==> src/rtl/seq_shifter.sv <==
// Multi-cycle shifter/rotator: applies up to STEP bit positions per clock under a
// start/done handshake, reporting the last bit shifted out and a zero flag.
module seq_shifter #(
  parameter int unsigned WIDTH = 16,
  parameter int unsigned STEP  = 1,
  parameter int unsigned AMT_W = $clog2(WIDTH) + 1
) (
  input  logic             clk,
  input  logic             rst_n,
  input  logic             start,
  input  logic [2:0]       shift_op,
  input  logic [AMT_W-1:0] shift_amt,
  input  logic [WIDTH-1:0] shift_in,
  output logic [WIDTH-1:0] shift_out,
  output logic             carry_out,
  output logic             zero,
  output logic             busy,
  output logic             done,
  output logic             op_err
);

  localparam logic [1:0] S_IDLE  = 2'd0;
  localparam logic [1:0] S_SHIFT = 2'd1;
  localparam logic [1:0] S_DONE  = 2'd2;

  localparam logic [2:0] OP_LSL = 3'b001;
  localparam logic [2:0] OP_LSR = 3'b010;
  localparam logic [2:0] OP_ASR = 3'b011;
  localparam logic [2:0] OP_ROL = 3'b100;
  localparam logic [2:0] OP_ROR = 3'b101;

  localparam logic [AMT_W-1:0] WIDTH_A = AMT_W'(WIDTH);
  localparam logic [AMT_W-1:0] STEP_A  = AMT_W'(STEP);

  logic [1:0]       r_state;
  logic [WIDTH-1:0] r_data;
  logic             r_carry;
  logic [2:0]       r_op;
  logic [AMT_W-1:0] r_rem;
  logic             r_err;

  logic [AMT_W-1:0] w_n;
  logic [AMT_W-1:0] w_k;
  logic [WIDTH-1:0] w_data;
  logic             w_carry;

  // Effective distance: shifts saturate at WIDTH, rotates wrap modulo WIDTH.
  always_comb begin
    w_n = '0;
    case (shift_op)
      OP_LSL, OP_LSR, OP_ASR: w_n = (shift_amt > WIDTH_A) ? WIDTH_A : shift_amt;
      OP_ROL, OP_ROR:         w_n = shift_amt % WIDTH_A;
      default:                w_n = '0;
    endcase
  end

  assign w_k = (r_rem > STEP_A) ? STEP_A : r_rem;

  // Unrolled single-bit steps; only the first w_k of them take effect.
  always_comb begin
    w_data  = r_data;
    w_carry = r_carry;
    for (int unsigned i = 0; i < STEP; i++) begin
      if (AMT_W'(i) < w_k) begin
        case (r_op)
          OP_LSL: begin
            w_carry = w_data[WIDTH-1];
            w_data  = {w_data[WIDTH-2:0], 1'b0};
          end
          OP_LSR: begin
            w_carry = w_data[0];
            w_data  = {1'b0, w_data[WIDTH-1:1]};
          end
          OP_ASR: begin
            w_carry = w_data[0];
            w_data  = {w_data[WIDTH-1], w_data[WIDTH-1:1]};
          end
          OP_ROL: begin
            w_data  = {w_data[WIDTH-2:0], w_data[WIDTH-1]};
            w_carry = w_data[0];
          end
          OP_ROR: begin
            w_data  = {w_data[0], w_data[WIDTH-1:1]};
            w_carry = w_data[WIDTH-1];
          end
          default: ;
        endcase
      end
    end
  end

  always_ff @(posedge clk) begin
    if (!rst_n) begin
      r_state <= S_IDLE;
      r_data  <= '0;
      r_carry <= 1'b0;
      r_op    <= 3'b000;
      r_rem   <= '0;
      r_err   <= 1'b0;
    end else begin
      case (r_state)
        S_IDLE, S_DONE: begin
          if (start) begin
            r_data  <= shift_in;
            r_carry <= 1'b0;
            r_op    <= shift_op;
            r_rem   <= w_n;
            r_err   <= shift_op[2] & shift_op[1];
            r_state <= (w_n == '0) ? S_DONE : S_SHIFT;
          end else begin
            r_state <= S_IDLE;
          end
        end
        S_SHIFT: begin
          r_data  <= w_data;
          r_carry <= w_carry;
          r_rem   <= r_rem - w_k;
          if (r_rem == w_k) r_state <= S_DONE;
        end
        default: r_state <= S_IDLE;
      endcase
    end
  end

  assign shift_out = r_data;
  assign carry_out = r_carry;
  assign zero      = (r_data == '0);
  assign busy      = (r_state == S_SHIFT);
  assign done      = (r_state == S_DONE);
  assign op_err    = done & r_err;

endmodule
==> config.mk <==
export PLATFORM = sky130hd
export DESIGN_NAME = seq_shifter
export DESIGN_NICKNAME = d
export VERILOG_FILES = /design/src/rtl/seq_shifter.sv
export SDC_FILE = /design/constraint.sdc
export NUM_CORES = 1
export LEC_CHECK = 0
export CORE_MARGIN = 2
export CORE_UTILIZATION = 43
export DETAILED_ROUTE_END_ITERATION = 6
export GPL_TIMING_DRIVEN = 0
export PLACE_DENSITY_LB_ADDON = 0.3
export SYNTH_ARGS = -nofsm -noshare
export SYNTH_HDL_FRONTEND = slang
export SYNTH_SLANG_ARGS = --single-unit
==> constraint.sdc <==
create_clock -name clk -period 1.6 [get_ports clk]
set_input_delay 0.16 -clock clk [delete_from_list [all_inputs] [get_ports clk]]
set_output_delay 0.16 -clock clk [all_outputs]
set_load 0.02 [all_outputs]
==> metrics, run 1 <==
status complete, but fails checks; failing checks DRC, setup timing; Final min period roughly 1.7 ns; CP bufs+invs 3; Max-Cap Viols 0; post-synthesis async set-or-reset flop share 0; post-placement cell count 279; drt first pass iters 7; Hold Fails Final Rpt 0; Avg WL per Cell 17.54 um; post-route insts no fill around 310; worst hold path type primary input to flip-flop; Routed Antenna Nets 0; worst-margin pin slew roughly 0.55 ns; worst-path cell chain buf_6, inv_4, ha_4, nor2_4, a221oi_4, buf_4, o21a_1, a32o_1; Netlist Area Pre-Place about 0.0017 mm2; crit-path max FO 5; row cnt 22; Area growth syn-to-layout 55.79%; Via Count about 1900; Starting Density 0.4562; Syn Inst Count 185; headroom to the max-slew limit 0.6325; Total Nets Final 289; Root Driver clkbuf_8; arrival time worst endpoint about 1.9 ns; post-DP HPWL between 3000 and 4000 um; Slowest cell on crit path a221oi_4; initial antenna violation count 0; Seq/Total Area, Yosys 0.3306; first-pass GRT wire length 8666 um; Max Freq slightly below 600 MHz; final setup vio count 17; post-route total power around 2.1 mW; top_reg_cell synth dfxtp_1; Port Buf Inserts 46; CTS Buf Count 3; final slew viol count 0; CTS tree done; CP Launch Type flip-flop; Post-Route WL around 5400 um; layout cells sized above 1 0.2957; Chip Height approximately 67 um; Yosys cell types 48; Setup TNS Final -0.6139 ns; Routability Congestion between 0.8 and 0.9; GRT Util Overall 0.2514; CTS Hold Buffers Added 0; Syn Nets 216; RSZ-0062 raised after global routing true; core region area 0.003716 mm2; #FFs+latches synth 28; P_leak between 1 and 1.5 nW; H-tree Lvls 1; Worst-path clk slew around 0.1 ns; clk_skew around 0.0026 ns; Post-synth EDFFs 0; Skew-Pair Late Insertion Delay 0.28 ns; Warnings, synthesis 0; Synth area leader dfxtp_1; ant diodes 0; mean post-synth cell area 9.164 um2; Final period util 1.062; CP Capture Type flip-flop; Crit Path Class flip-flop to flip-flop; required time of the worst setup path around 1.8 ns; VDD IR max between 0.0006 and 0.0007 V; Final WS setup -0.09864 ns; post-synth top area share 0.3306; vias in the first global route 1773; via density per instance between 6 and 7; Chip Width between 60 and 70 um; Top Ports between 40 and 50; worst-case clock buffer depth 2; Largest delay share family, worst path compound AO/OA/AOI/OAI gates; CTS sink cnt 28; grt total ovfl 0; largest cells by area after synthesis dfxtp_1, a222oi_1, o2bb2ai_2; DRC Markers 1; P per Cell Area about 800 mW/mm2; initial drt markers 230; largest net degree at the start of global routing 16; max incr delay on CP between 0.3 and 0.4 ns; die area roughly 0.0045 mm2
[per-layer routing]
| metal | part of all wire | GRT usage |
|---|---|---|
| met1 | 0.44 | 0.3444 |
| met2 | 0.50 | 0.4213 |
| met3 | 0.053 | 0.03209 |
| met4 | 0.0088 | 0.05357 |
| met5 | 0 | 0 |
[logic make-up (layout without fill, tap and decap cells)]
kind of cell / after synthesis / count (layout) / share of synthesized area
mux: 2 / 2 / 0.01181
simple gates: 58 / 58 / 0.1852
fa+ha+maj: 4 / 4 / 0.02952
flops: 28 / 28 / 0.3306
compound gates: 71 / 71 / 0.3771
buf+inv: 22 / 94 / 0.06568
[timing repair]
item | CTS | global route
setup buffers | 12 | 9
endpoints found under the hold margin | 0 | 0
endpoints found under the setup margin | 23 | 29
pin swaps | 8 | 19
gates resized for setup | 30 | 27
cloned | 2 | 1
[registers in the layout, indices dropped and copies added (netlist names)]
register   flops
shift_out     16
r_rem          5
r_op           3
r_state        2
carry_out      1
r_err          1
[layout make-up]
cell class / instances / area [um2]
sequential: 28 / 569.3
inverter: 9 / 43.79
fill: 295 / 1075
buffer: 12 / 101.3
clock buffer: 4 / 55.05
tap: 48 / 60.06
timing repair buffer: 69 / 661.9
multi-input combinational: 135 / 1150
[cell usage in the layout (no fill, tap or decap), types with 3 or more instances in the layout]
cell,count
nand2_1,17
nor4_1,3
dlymetal6s2s_1,3
a222oi_1,15
clkdlybuf4s50_1,40
a21oi_1,8
inv_1,4
dfxtp_1,25
buf_4,18
clkbuf_8,4
nor4_2,3
o2bb2ai_2,12
buf_6,11
nand2b_1,5
o21a_1,5
a31oi_1,3
inv_4,4
o21ai_0,6
nor2_1,10
nor3_1,3
[Yosys cell counts (all sizes together), types with 3 or more instances]
library cell / count
o21a: 5
nand2b: 5
o2bb2ai: 14
nor4: 6
nand2: 17
or3b: 3
inv: 7
nor2: 11
o21ai: 8
dfxtp: 28
ha: 4
a211oi: 3
a31oi: 3
buf: 9
nor3: 5
a21oi: 11
clkbuf: 4
a222oi: 15
[report_power, final]
| group | switching (mW) | internal [mW] |
|---|---|---|
| clock | 0.227 | 0.221 |
| combinational | 0.409 | 0.391 |
| sequential | 0.0929 | 0.758 |
[metrics by stage]
stage / utilization / hold WS (ns) / setup WS (ns) / area, um2
6_report: 0.7108 / 0.2075 / -0.09864 / 2641
5_1_grt: 0.7108 / 0.2134 / -0.1538 / 2641
4_1_cts: 0.6724 / 0.1922 / -0.08522 / 2499
3_5_place_dp: 0.6064 / 0.4848 / -0.2253 / 2253
3_3_place_gp: 0.6064 / 0.4841 / -0.1985 / 2253
2_1_floorplan: - / 0.2884 / 0.01700 / 1733
[worst register-to-register path, cell delays in order, from the launching register on]
cell	delay, ns
dfxtp_4	0.37
buf_6	0.13
inv_4	0.06
ha_4	0.16
nor2_4	0.04
a221oi_4	0.39
buf_4	0.18
o21a_1	0.15
a32o_1	0.15
[worst paths after layout]
path                 from      endpoint  slack, ns  cells past startpoint
setup reg to reg  r_op[2]  shift_out[0]       -0.1                      8
hold / removal      rst_n      r_rem[4]       0.21                      2
setup / recovery  r_op[2]  shift_out[0]       -0.1                      8
hold reg to reg     r_err         r_err       0.51                      2
Note: power is estimated with default switching activity, not from simulation.
==> run 2: changes to the inputs <==
Settings changed: CORE_UTILIZATION 43 to 48, MAX_ROUTING_LAYER from default to met4.
Clock period 1.6 ns to 1.7 ns, I/O delays scaled along.
==> run 2 against run 1 <==
The run ends with setup timing left. Fmax down 7.7%. Non-clock buffer count decreased by 7. Clock power is 2% higher. Global-route usage is 1.2 points higher. Register-to-register slack worse by 0.04 ns. Routed wire length rose by 7.3%. Count of clock-buffer cells in the layout down 1. First-iteration DRC count is 3.5% higher. Die area fell by 9.8%. Sequential cell count is the same.
==> metrics, run 2 (synthesis gave the netlist of run 1 again) <==
status complete, but fails checks; failing checks setup timing; Top Ports between 40 and 50; Via Count about 1900; CP Launch Type flip-flop; GRT Util Overall 0.2639; commonest non-fill, non-tap cells in the layout clkdlybuf4s50_1, dfxtp_1, nand2_1; Avg WL per Cell a little under 20 um; Root Driver clkbuf_4; most common cell after layout, fill and taps aside clkdlybuf4s50_1; CTS Hold Buffers Added 0; worst-path cell chain buf_6, or3b_4, a221oi_4, buf_4, o21a_1, a32o_1; CTS Buf Count 3; Fill cells 225; worst hold path type primary input to flip-flop; Max-Cap Viols 0; post-placement cell count 277; post-route insts no fill around 300; Setup TNS Final -1.171 ns; Worst-path clk slew between 0.15 and 0.2 ns; Fin Hold WS between 0.1 and 0.15 ns; row cnt 21; CTS tree done; worst-case clock buffer depth 2; Area growth syn-to-layout 55.28%; RSZ-0062 raised after global routing true; Skew-Pair Late Insertion Delay ~0.35 ns; H-tree Lvls 1; arrival time worst endpoint between 2 and 2.5 ns; initial antenna violation count 0; headroom to the max-slew limit 0.6204; Largest delay share family, worst path compound AO/OA/AOI/OAI gates; largest net degree at the start of global routing 17; drt first pass iters 7; post-DP HPWL between 3000 and 4000 um; DRC Markers 0; Port Buf Inserts 46; Slowest cell on crit path a221oi_4; clk_skew around 0.0036 ns; Routability Congestion 0.8278; core region area between 0.003 and 0.004 mm2; P_leak approximately 1.0 nW; Post-Route WL 5740 um; Routed Antenna Nets 0; CP Capture Type flip-flop; required time of the worst setup path ~2 ns; max incr delay on CP roughly 0.42 ns; first-pass GRT wire length 8252 um; P per Cell Area just under 800 mW/mm2; Chip Width 63.43 um; worst-margin pin slew ~0.56 ns; Max Freq roughly 540 MHz; grt total ovfl 0; Final period util 1.082; layout cells sized above 1 0.2840; final setup vio count 18; Chip Height ~63 um; Total Nets Final approximately 280; Final WS setup -0.1396 ns; final slew viol count 0; VDD IR max approximately 0.00054 V; via density per instance about 6.5; worst slack at placement -0.2591 ns; Crit Path Class flip-flop to flip-flop; post-route total power approximately 2 mW; CTS sink cnt 28; ant diodes 0; vias in the first global route 1691; die area 0.004023 mm2; Final min period 1.840 ns; crit-path max FO 3; Starting Density 0.5041; CP bufs+invs 2; initial drt markers 238; max reg flops 16; Hold Fails Final Rpt 0
-- run 2: cell types whose count changed in the layout (fill, tap and decap cells not counted), moves of 4 or more --
cell	previous run	this run
buf_4	18	12
dfxtp_2	1	6
dfxtp_1	25	21
o2bb2ai_4	0	4
-- run 2: path summary, 6_finish.rpt --
kind / start / endpoint / slack [ns] / depth (start not counted)
worst max-delay path: r_op[1] / shift_out[0] / -0.14 / 6
worst min-delay path: rst_n / r_state[1] / 0.13 / 2
worst min register to register: r_err / r_err / 0.52 / 2
worst max register to register: r_op[1] / shift_out[0] / -0.14 / 6
-- run 2: through the flow --
stage,utilization,instance area [um2]
detailed placement,0.6615,2225
floorplan,-,1707
global route,0.7827,2633
global placement,0.6615,2225
finish,0.7827,2633
CTS,0.7426,2497
-- run 2: report_power, final --
group	internal, mW	leakage, nW	switching [mW]
logic	0.364	0.777	0.398
registers	0.717	0.233	0.0942
clock network	0.239	0.0279	0.220
total	1.32	1.04	0.712
-- run 2: repair_timing --
| action | CTS | global route |
|---|---|---|
| endpoints found under the setup margin | 19 | 27 |
| hold endpoints to repair | 0 | 0 |
| pin swaps | 14 | 11 |
| gates resized for setup | 38 | 22 |
| buffers inserted | 10 | 5 |
| cloned | 2 | 0 |
-- run 2: area by class of cell --
class | instances | area, um2 | share of cell area
timing repair buffer | 63 | 636.9 | 0.2419
clock buffer | 3 | 22.52 | 0.008555
buffer | 11 | 87.58 | 0.03327
tap | 46 | 57.56 | 0.02186
inverter | 9 | 37.54 | 0.01426
clock inverter | 1 | 30.03 | 0.01141
multi-input combinational | 135 | 1189 | 0.4515
sequential | 28 | 571.8 | 0.2172
-- run 2: per-layer routing --
| layer | vias to the layer above | part of all wire | global-route usage | wire, um |
|---|---|---|---|---|
| li1 | 856 | - | - | - |
| met1 | 941 | 0.40 | 0.3529 | 2307 |
| met2 | 114 | 0.49 | 0.4105 | 2786 |
| met3 | 21 | 0.078 | 0.03393 | 448 |
| met4 | 0 | 0.035 | 0.09239 | 199 |
| met5 | - | 0 | - | 0 |
-- run 2: worst reg2reg max path, stage by stage, from the launching register on --
cell	delay [ns]
dfxtp_2	0.36
buf_6	0.11
or3b_4	0.37
a221oi_4	0.42
buf_4	0.19
o21a_1	0.16
a32o_1	0.18
==> run 3: changes to the inputs <==
Settings changed: CAP_MARGIN from default to 20.
==> results of run 3 <==
Same layout as run 2: the final DEF is identical, and so are final timing and power.
==> variant: new RTL, config.mk and constraints of run 3 <==
Set the parameter `WIDTH` to 32 (it was 16).
--- a/src/rtl/seq_shifter.sv
+++ b/src/rtl/seq_shifter.sv
@@ -1,7 +1,7 @@
 // Multi-cycle shifter/rotator: applies up to STEP bit positions per clock under a
 // start/done handshake, reporting the last bit shifted out and a zero flag.
 module seq_shifter #(
-  parameter int unsigned WIDTH = 16,
+  parameter int unsigned WIDTH = 32,
   parameter int unsigned STEP  = 1,
   parameter int unsigned AMT_W = $clog2(WIDTH) + 1
 ) (
Ports: changed (resized shift_amt, shift_in and shift_out); port bits go from 48 to 81. The function was not compared with the original's and may differ.
==> variant against run 3 <==
- the flow still finishes with violations (negative setup slack)
- non-clock buffer count grew 60
- power is 87% higher
- sequential cell count is 17 higher
- final area is 61% higher
- core utilization grew 3.3 points
- worst setup slack got worse by 0.028 ns
- area after synthesis is 55% higher
- routed wire length rose by 76%
- critical endpoint is now shift_out[3]$_SDFFE_PN0P_
- largest cell class unchanged
- largest power group is now combinational cells
==> variant: results (changes against run 3) <==
[timing]
slew_headroom = 0.631  ; +0.0103
fin_worst_skew_ns = 0.0179  ; +0.0144 ns
setup_violations = 33  ; +15
setup_ws_ns = -0.167  ; -0.0277 ns
whs_ns = 0.506  ; +0.376 ns

[setup_path]
r2r_cells = 8  ; +2
rr_endpoint = shift_out[3]$_SDFFE_PN0P_
cp_top_family = simple AND/OR/NAND/NOR gates
cp.arrival_ns = 2.06  ; -0.08 ns
worstPathMaxFanout = 6  ; +3
cp-startpoint = r_op[2]$_SDFFE_PN0P_
cpMaxStageDelayCell = nor4_4

[drt]
drt_iter0_drc = 327  ; +37%
wire_per_inst_um = 21.7  ; +12%
vias_per_cell = 6.73  ; +3.2%

[pwr]
power.net_switching_w = 0.00131  ; +85%
peakVddDrop_uv = 600  ; +11%
power.share.combinational = 0.405  ; +0.030
switching_share = 0.347  ; -0.00390
leakage_nw = 1.60  ; +54%
clk-power_w = 0.000867  ; +89%

[placed_design]
post-place-ws_ns = -0.361  ; -0.102 ns
post-dp-hpwl_um = 5650  ; +72%
gp_congestion = 0.862  ; +4.1%
placed_cell_area_sq_um = 3670  ; +65%

[min_path]
min_to = r_rem[4]$_SDFFE_PN0P_
whs_path_depth = 3  ; +1
worstHoldStart = shift_amt[4]

[yosys]
synthMuxAreaShare = 0.00380  ; -0.00801
yosys.area_share.adder = 0.0142  ; -0.0153
netlist-cell-type-count = 56  ; +17%
yosysSeqAreaShare = 0.342  ; +0.0113
syn_nets = 327  ; +51%
yosys-top-cells-area = dfxtp_1 34%, a32o_1 12%, a221o_1 11%, nand2b_1 8.1%, buf_6 3.0%
synth.top_cells.by_count = 45 x dfxtp_1, 34 x nand2b_1, 31 x a32o_1

[grt]
grtUsageMet2 = 0.484  ; +0.0740
grt_pass1_wl_um = 14400  ; +74%
grt_pass1_vias = 2933  ; +73%
grt_use_met3 = 0.0563  ; +0.0224
grt_usage = 0.301  ; +0.0367
grt_start_max_net_pins = 14  ; -3

[clocking]
cts_buffers = 5  ; +2
clockRootBuffer = clkbuf_8
post_cts_resized = 37  ; -2.6%
clk_latency_ns = 0.31  ; -0.04 ns
htreeDepth = 2  ; +1

[status]
status = finished with violations
failed_checks = negative setup slack

[finish]
largest_reg_flops = 32  ; +16
fillers = 309  ; +37%
drive_gt1_frac = 0.281  ; -0.00299

variant: cell types whose count changed after synthesis, moves of 4 or more:
| cell | delta |
|---|---|
| clkbuf_1 | +14 |
| a221o_1 | +29 |
| or4_1 | +4 |
| a222oi_1 | -14 |
| a32o_1 | +30 |
| o21a_1 | -4 |
| nand2_1 | -4 |
| o2bb2ai_1 | -4 |
| buf_6 | +5 |
| o2bb2ai_2 | -10 |
| nand2b_1 | +29 |
| dfxtp_1 | +17 |
| or3_1 | +4 |
variant: stage by stage:
stage,instances,utilization
floorplan,280,-
global placement,430,0.705
detailed placement,430,0.705
CTS,453,0.773
global route,465,0.816
finish,465,0.816
variant: area by class of cell:
cell class,instances,share of cell area
sequential,45,0.220
multi-input combinational,203,0.422
clock inverter,1,0.00707
inverter,5,0.00648
buffer,26,0.0581
clock buffer,7,0.0203
tap,70,0.0206
timing repair buffer,108,0.246
variant: per-layer routing:
layer,share of wire,up-vias
met3,0.084,31
met4,0.030,0
met5,0,-
met1,0.40,1536
met2,0.49,200
li1,-,1364
